**config.mk**
```make
export PLATFORM = sky130hd
export DESIGN_NAME = arb_client_2port
export DESIGN_NICKNAME = d
export VERILOG_FILES = /design/src/rtl/arb_client_pkg.sv /design/src/rtl/arb_client_fifo.sv /design/src/rtl/arb_client_2port.sv
export SDC_FILE = /design/constraint.sdc
export NUM_CORES = 1
export LEC_CHECK = 0
export BUFFER_PORTS_ARGS = -buffer_cell sky130_fd_sc_hd__buf_4
export CAP_MARGIN = 5
export CORE_MARGIN = 3
export CORE_UTILIZATION = 45
export DETAILED_ROUTE_END_ITERATION = 8
export PLACE_DENSITY = 0.64
export SLEW_MARGIN = 10
export SYNTH_ARGS = -nofsm -noshare
export SYNTH_HDL_FRONTEND = slang
export SYNTH_SLANG_ARGS = --single-unit
```
**constraint.sdc**
```tcl
create_clock -name clk -period 3.2 [get_ports clk]
set_clock_uncertainty 0.2 [all_clocks]
set_input_delay 0 -clock clk [delete_from_list [all_inputs] [get_ports clk]]
set_output_delay 0 -clock clk [all_outputs]
set_load 0.05 [all_outputs]
```
**src/rtl/arb_client_pkg.sv**
```systemverilog
// rtl/arb_client_pkg.sv - shared types and constants for the two-port arbiter client
package arb_client_pkg;

    localparam int NUM_PORTS = 2;

    typedef logic [0:0] port_id_t;

    localparam port_id_t PORT0 = 1'b0;
    localparam port_id_t PORT1 = 1'b1;

    // Saturating 8-bit increment used by the wait-time statistic.
    function automatic logic [7:0] sat_inc8(input logic [7:0] v);
        return (v == 8'hFF) ? v : v + 8'd1;
    endfunction

endpackage

```
**src/rtl/arb_client_fifo.sv**
```systemverilog
// rtl/arb_client_fifo.sv - synchronous per-port transaction queue
// Ports: clk, rst (sync, active-high); push/din write side; pop/dout read side
// (dout is the current head, valid while !empty); full, empty, count status.
// Push while full and pop while empty are ignored.
module arb_client_fifo #(
    parameter int WIDTH = 8,
    parameter int DEPTH = 4
) (
    input  logic                     clk,
    input  logic                     rst,
    input  logic                     push,
    input  logic [WIDTH-1:0]         din,
    input  logic                     pop,
    output logic [WIDTH-1:0]         dout,
    output logic                     full,
    output logic                     empty,
    output logic [$clog2(DEPTH):0]   count
);

    localparam int AW = $clog2(DEPTH);
    localparam int CW = AW + 1;

    logic [WIDTH-1:0] mem [DEPTH];
    logic [AW-1:0]    wr_ptr;
    logic [AW-1:0]    rd_ptr;
    logic             do_push;
    logic             do_pop;

    assign full    = (count == CW'(DEPTH));
    assign empty   = (count == '0);
    assign do_push = push && !full;
    assign do_pop  = pop && !empty;
    assign dout    = mem[rd_ptr];

    // Storage carries no reset; only the pointers and count define occupancy.
    always_ff @(posedge clk) begin
        if (do_push) begin
            mem[wr_ptr] <= din;
        end
    end

    // DEPTH is a power of two, so the pointers wrap by natural overflow.
    always_ff @(posedge clk) begin
        if (rst) begin
            wr_ptr <= '0;
            rd_ptr <= '0;
            count  <= '0;
        end else begin
            if (do_push) begin
                wr_ptr <= wr_ptr + AW'(1);
            end
            if (do_pop) begin
                rd_ptr <= rd_ptr + AW'(1);
            end
            case ({do_push, do_pop})
                2'b10:   count <= count + CW'(1);
                2'b01:   count <= count - CW'(1);
                default: count <= count;
            endcase
        end
    end

endmodule

```
**src/rtl/arb_client_2port.sv**
```systemverilog
// rtl/arb_client_2port.sv - requester-side front end for a 2-request round-robin arbiter
// Ports: clk, rst (sync, active-high); in_valid/in_data/in_ready per-port upstream
// (in_data port i = in_data[i*WIDTH +: WIDTH]); requests to arbiter, grants from arbiter
// (answer previous-cycle requests); out_valid/out_data/out_port registered granted output.
// Optional ARB_CLIENT_STATS_EN: grant_cnt0/grant_cnt1 (16b wrap), wait_max (8b saturating).
module arb_client_2port
    import arb_client_pkg::*;
#(
    parameter int WIDTH = 8,
    parameter int DEPTH = 4
) (
    input  logic                      clk,
    input  logic                      rst,
    input  logic [NUM_PORTS-1:0]      in_valid,
    input  logic [NUM_PORTS*WIDTH-1:0] in_data,
    output logic [NUM_PORTS-1:0]      in_ready,
    output logic [NUM_PORTS-1:0]      requests,
    input  logic [NUM_PORTS-1:0]      grants,
    output logic                      out_valid,
    output logic [WIDTH-1:0]          out_data,
    output port_id_t                  out_port
`ifdef ARB_CLIENT_STATS_EN
    ,
    output logic [15:0]               grant_cnt0,
    output logic [15:0]               grant_cnt1,
    output logic [7:0]                wait_max
`endif
);

    localparam int CW = $clog2(DEPTH) + 1;

    logic [WIDTH-1:0]     head  [NUM_PORTS];
    logic [CW-1:0]        count [NUM_PORTS];
    logic [NUM_PORTS-1:0] full;
    logic [NUM_PORTS-1:0] empty;
    logic [NUM_PORTS-1:0] push;
    logic [NUM_PORTS-1:0] pop;

    for (genvar i = 0; i < NUM_PORTS; i++) begin : g_port
        assign in_ready[i] = !full[i];
        assign push[i]     = in_valid[i] && !full[i];
        // A grant answering this port's last request will remove one entry this edge,
        // so only keep asking if something beyond that entry remains.
        assign requests[i] = (count[i] > {{(CW-1){1'b0}}, grants[i]});

        arb_client_fifo #(
            .WIDTH (WIDTH),
            .DEPTH (DEPTH)
        ) u_fifo (
            .clk   (clk),
            .rst   (rst),
            .push  (push[i]),
            .din   (in_data[i*WIDTH +: WIDTH]),
            .pop   (pop[i]),
            .dout  (head[i]),
            .full  (full[i]),
            .empty (empty[i]),
            .count (count[i])
        );
    end

    // Grants to an empty queue are dropped; a two-hot grant is resolved in favour of port 0.
    assign pop[0] = grants[0] && !empty[0];
    assign pop[1] = (grants == 2'b10) && !empty[1];

    always_ff @(posedge clk) begin
        if (rst) begin
            out_valid <= 1'b0;
            out_data  <= '0;
            out_port  <= PORT0;
        end else begin
            out_valid <= |pop;
            if (pop[0]) begin
                out_data <= head[0];
                out_port <= PORT0;
            end else if (pop[1]) begin
                out_data <= head[1];
                out_port <= PORT1;
            end
        end
    end

`ifdef ARB_CLIENT_STATS_EN
    logic [7:0] wait_cnt [NUM_PORTS];
    logic [7:0] wait_nxt [NUM_PORTS];
    logic [7:0] wait_peak;

    // A cycle counts as waiting when the port asks and is not served on that edge.
    always_comb begin
        for (int i = 0; i < NUM_PORTS; i++) begin
            wait_nxt[i] = 8'd0;
            if (requests[i] && !pop[i]) begin
                wait_nxt[i] = sat_inc8(wait_cnt[i]);
            end
        end
        wait_peak = (wait_nxt[0] > wait_nxt[1]) ? wait_nxt[0] : wait_nxt[1];
    end

    always_ff @(posedge clk) begin
        if (rst) begin
            grant_cnt0 <= '0;
            grant_cnt1 <= '0;
            wait_max   <= '0;
            for (int i = 0; i < NUM_PORTS; i++) begin
                wait_cnt[i] <= '0;
            end
        end else begin
            if (pop[0]) begin
                grant_cnt0 <= grant_cnt0 + 16'd1;
            end
            if (pop[1]) begin
                grant_cnt1 <= grant_cnt1 + 16'd1;
            end
            for (int i = 0; i < NUM_PORTS; i++) begin
                wait_cnt[i] <= wait_nxt[i];
            end
            if (wait_peak > wait_max) begin
                wait_max <= wait_peak;
            end
        end
    end
`endif

endmodule

```
==> out/metrics.cfg, run 1 <==
[placed_design]
pre_cts_slack_ns=0.681
place_hpwl_um=4670
placed_area_um2=4070
gp_congestion=0.726
placed_cells=367
port_buffers=35

[synthesis]
synthCells=245
yosysUniqueCellTypes=31
syn_area_um2=3760
yosys_warnings=0
ys_seq_area_share_pct=66.1
async_flop_share_pct=0
ys_seq_elements=92
synth_nets=281
synth-edff-count=64
synth.avg_cell_area_um2=15.3
synth_ff_type=edfxtp_1

[power]
total_power_mw=3.22
ir_worst_vdd_v=0.000283
powerDensity_nw_per_um2=718
p_leak_nw=1.59

[final_layout]
layout.cells.non_filler=405
area_growth_pct=19.2
num-nets-final=334
final_layout_size_suffix_gt1_share_pct=21.8
layout_common_cells=edfxtp_1, buf_4, dfxtp_1, dlygate4sd3_1, a21oi_1
antenna_cells=0
final_common_cell=edfxtp_1
final_util_pct=56.5
fin_area_um2=4480

[timing]
clock.fmax_ghz=0.390
rsz0062_at_grt=false
finalHoldViolations=0
whs_ns=0.0843
worstMarginPinSlew_ns=0.802
min_period_ns=2.57
worst_slack_ns=0.635
slew_headroom_pct=46.4
tns_ns=0
fin_crit_sh_pct=80.2
setup_viol=0
slew_violations=0

[floorplan]
initial_core_util_pct=47.4
die_width_um=97.4
row_count=32
design.die.area_um2=9480
ioPinCount=36
core-area_um2=7930
die_h_um=97.4

[cts]
clockRootBuffer=clkbuf_8
clock-sinks=92
cts_hold_buf=22
post_cts_buffers=0
cts_htree_levels=3
clk_latency_ns=0.36
cts_tree=built
cts_buffer_depth=2
clk_pin_slew_ns=0.09
numCtsBuffers=9
ctsResizeCount=0

[setup_path]
r2r_slack_ns=0.63
required_ns=3.29
critPathKind=flip-flop to flip-flop
worstPathArrival_ns=2.66
endpoint_kind=flip-flop
worstPathMaxFanout=12
startpoint_type=flip-flop

[routing]
drtPass1Iterations=4
wl_per_cell_um=17.6
routed_via_density=5.33
drtIter0Drc=118
wl_um=7120
vias=2157
drtAntennaViolNets=0
drc=0

[job]
drv_cap=0

[global_routing]
grt_pass1_vias=2122
antenna_found_initial=0
grt_pass1_wl_um=11400
gr-total-overflow=0
grt_max_degree=27
grt_usage_pct=15.7

[min_path]
hold_class=primary input to flip-flop

[run_status]
status=finished clean

## per-layer routing
metal / GRT usage, % / vias to the layer above / share of wire [%]
met2: 24.1 / 49 / 48
met4: 7.99 / 0 / 1.8
met5: 0 / - / 0
met3: 2.73 / 12 / 4.2
met1: 21.5 / 1055 / 46
li1: - / 1041 / -
## worst max-delay path: stages, from the launching register on
cell	delay, ns
dfxtp_1	0.40
o31ai_1	0.10
buf_4	0.18
inv_1	0.32
ha_1	0.25
inv_1	0.06
fa_1	0.37
xor2_1	0.16
or3_1	0.30
a21oi_1	0.15
## sequential cells by signal (all words and copies together), names as in the netlist, named ones only
signal	count
g_port.u_fifo.wr_ptr	4
out_data	8
out_port	1
g_port.u_fifo.rd_ptr	4
g_port.u_fifo.mem	64
g_port.u_fifo.count	6
out_valid	1
## kinds of logic after synthesis
family,count (synthesis),synth area share [%]
and+or+nand+nor,38,5.33
AOI/OAI and AO/OA,50,8.59
muxes,16,9.99
buffers and inverters,30,3.80
DFF,92,66.1
adders and majority gates,14,5.06
xor gates and xnor gates,5,1.17
## layout make-up
class                      count  area, um^2
fill                         653        3450
sequential                    92        2480
multi-input combinational    123        1130
timing repair buffer          59         498
tap                          102         128
clock buffer                   9         124
clock inverter                 7        67.6
inverter                      13        48.8
## power breakdown
part / internal, mW / switching (mW)
Combinational: 0.363 / 0.563
Sequential: 1.42 / 0.116
Clock: 0.356 / 0.399
Total: 2.14 / 1.08
## worst paths after layout
kind                                                               from                                     end  cells after the start
worst max-delay path             g_port[0].u_fifo.count[1]$_SDFFE_PP0P_  g_port[0].u_fifo.count[2]$_SDFFE_PP0P_                      9
worst min-delay path                                          grants[1]                   out_port$_SDFFE_PP0P_                      4
worst max register to register   g_port[0].u_fifo.count[1]$_SDFFE_PP0P_  g_port[0].u_fifo.count[2]$_SDFFE_PP0P_                      9
worst min register to register  g_port[1].u_fifo.rd_ptr[1]$_SDFFE_PP0P_                               flip-flop                      2
## cell usage after synthesis, types with 5 or more instances
library cell,n,area (um^2)
mux4_2,12,270
o21ai_0,6,30.0
a32oi_1,8,70.1
and3_1,8,50.1
buf_2,5,25.0
edfxtp_1,64,1920
a21oi_1,20,100
clkbuf_1,5,18.8
o211ai_1,8,60.1
nand3_1,5,25.0
nor2_1,12,45.0
inv_1,13,48.8
ha_1,12,150
dfxtp_1,28,561
No activity file was read; power rests on OpenSTA's default activity.
==> run 2, diff against run 1 <==
ABC_AREA = 1   (was default)
PLACE_DENSITY = 0.66   (was 0.64)
clock period = 2.2 ns   (was 3.2 ns; I/O delays follow)
==> run 2 against run 1 <==
Cell count up 51%. Critical path type unchanged. First-iteration DRC count grew 7.6%. Fmax is 22% higher. Sequential cell count unchanged.
==> out/metrics.cfg, run 2 <==
[run_status]
status=finished clean

[setup_path]
r2r_slack_ns=0.10
cp-endpoint=g_port[0].u_fifo.count[2]$_SDFFE_PP0P_
worstPathMaxFanout=4
required_ns=2.24
startpoint_type=flip-flop
worstPathArrival_ns=2.14
critPathKind=flip-flop to flip-flop
r2r_start=g_port[0].u_fifo.count[0]$_SDFFE_PP0P_
worstReg2RegEnd=g_port[0].u_fifo.count[2]$_SDFFE_PP0P_
critical_path.startpoint=g_port[0].u_fifo.count[0]$_SDFFE_PP0P_
r2r_cells=10
endpoint_kind=flip-flop

[routing]
wl_per_cell_um=12.6
drc=0
wl_um=7690
drtPass1Iterations=5
routed_via_density=4.83
drtAntennaViolNets=0
drtIter0Drc=127
vias=2952

[cts]
clock-sinks=92
post_cts_buffers=0
cts_htree_levels=3
clk_pin_slew_ns=0.09
clockRootBuffer=clkbuf_8
clk_latency_ns=0.35
cts_tree=built
numCtsBuffers=9
cts_buffer_depth=2

[placed_design]
pre_cts_slack_ns=0.110
place_hpwl_um=5250
placed_area_um2=4510
port_buffers=35
placed_cells=575
gp_congestion=0.758

[timing]
tns_ns=0
fin_crit_sh_pct=95.3
setup_viol=0
clock.fmax_ghz=0.477
finalHoldViolations=0
whs_ns=0.0296
worstMarginPinSlew_ns=0.553
min_period_ns=2.10
slew_headroom_pct=63.1
worst_slack_ns=0.103
slew_violations=0

[final_layout]
num-nets-final=534
final_util_pct=55.5
fin_area_um2=4890
fill_cells=750
layout_common_cells=nand2_1, inv_1, edfxtp_1, buf_4, nand3_1
top_regs=g_port.u_fifo.mem: 64 flops, out_data: 8 flops, g_port.u_fifo.count: 6 flops
layout.cells.non_filler=611
largest_reg_flops=64
register_area_um2=2480
antenna_cells=0
area_growth_pct=19.1
multi_input_area_um2=1160
final_layout_size_suffix_gt1_share_pct=16.5
regMostFlops=g_port.u_fifo.mem
final_common_cell=nand2_1

[synthesis]
synth_ff_type=edfxtp_1
ys_seq_elements=92
synth_nets=467
syn_area_um2=4110
synth_top_cells_by_count=nand2_1, inv_1, edfxtp_1
synthTopCellsByArea=edfxtp_1, dfxtp_1, nand2_1, inv_1, nand3_1
yosys_warnings=0
yosysUniqueCellTypes=23
synth-edff-count=64
ys_seq_area_share_pct=60.4
post-synth-top-count-cell=nand2_1
async_flop_share_pct=0
synth_top_cell_by_area=edfxtp_1
synthCells=431
synth_top_area_share_pct=46.8
synth.avg_cell_area_um2=9.53

[global_routing]
grt_max_degree=21
grt_pass1_wl_um=12400
grt_usage_pct=15.7
gr-total-overflow=0
antenna_found_initial=0
grt_pass1_vias=2673

[floorplan]
design.die.area_um2=10300
row_count=34
initial_core_util_pct=46.6
die_width_um=102
ioPinCount=36
die_h_um=102
core-area_um2=8810

[min_path]
hold_class=primary input to flip-flop

[power]
ir_worst_vdd_v=0.000763
powerDensity_nw_per_um2=935
total_power_mw=4.57
p_leak_nw=2.27

[job]
drv_cap=0

run 2: layout make-up:
cell class / instances / area share, %
clock buffers: 9 / 2.53
well taps: 108 / 2.76
repair buffers: 69 / 11.6
inverters: 97 / 7.55
multi-input cells: 229 / 23.8
flip-flops and latches: 92 / 50.8
clock inverters: 7 / 1.02
run 2: worst max-delay path, stage by stage (launching register included):
cell	delay (ns)
dfxtp_1	0.36
nor2_4	0.18
nand2_2	0.08
nand2_2	0.07
ha_1	0.13
inv_1	0.07
fa_1	0.39
a21oi_1	0.16
o21ai_0	0.12
o21ai_0	0.18
a21oi_1	0.05
run 2: repair_timing:
action | 4_1_cts | 5_1_grt
hold endpoints to repair | 80 | 0
endpoints found under the setup margin | 0 | 1
hold buffers | 20 | 0
resized for setup | 0 | 1
run 2: worst min-delay path by stage:
| stage | startpoint | endpoint | slack [ns] | cells after the start |
|---|---|---|---|---|
| 5_1_grt | grants[1] | out_valid$_SDFF_PP0_ | 0.06 | 6 |
| 4_1_cts | grants[1] | out_valid$_SDFF_PP0_ | 0.02 | 6 |
| 6_report | grants[1] | out_valid$_SDFF_PP0_ | 0.03 | 6 |
| 3_3_place_gp | in_data[9] | g_port[1].u_fifo.mem[3][1]$_DFFE_PP_ | 0.0004 | 1 |
| 3_5_place_dp | in_data[11] | g_port[1].u_fifo.mem[2][3]$_DFFE_PP_ | 0.004 | 1 |
| 2_1_floorplan | rst | out_valid$_SDFF_PP0_ | -0.13 | 1 |
run 2: routing by layer:
layer  routed length [um]  vias up  GRT usage, %
li1                     -     1489             -
met1                 3520     1373          20.8
met2                 3650       81          25.2
met3                  396        9          3.72
met4                  125        0          6.03
met5                    0        -             0
run 2: where the power goes:
group / internal [mW] / switching (mW)
registers: 2.05 / 0.132
clock network: 0.415 / 0.599
logic: 0.473 / 0.901
total: 2.94 / 1.63
run 2: logic make-up (layout without fill, tap and decap cells):
family	Yosys count	after routing	share of synthesized area, %
AND/OR/NAND/NOR	177	177	18.3
buffers and inverters	110	182	11.5
flip-flops	92	92	60.4
AO/OA/AOI/OAI	36	36	4.78
adder cells (fa/ha/maj)	14	14	4.63
XOR/XNOR	2	2	0.427
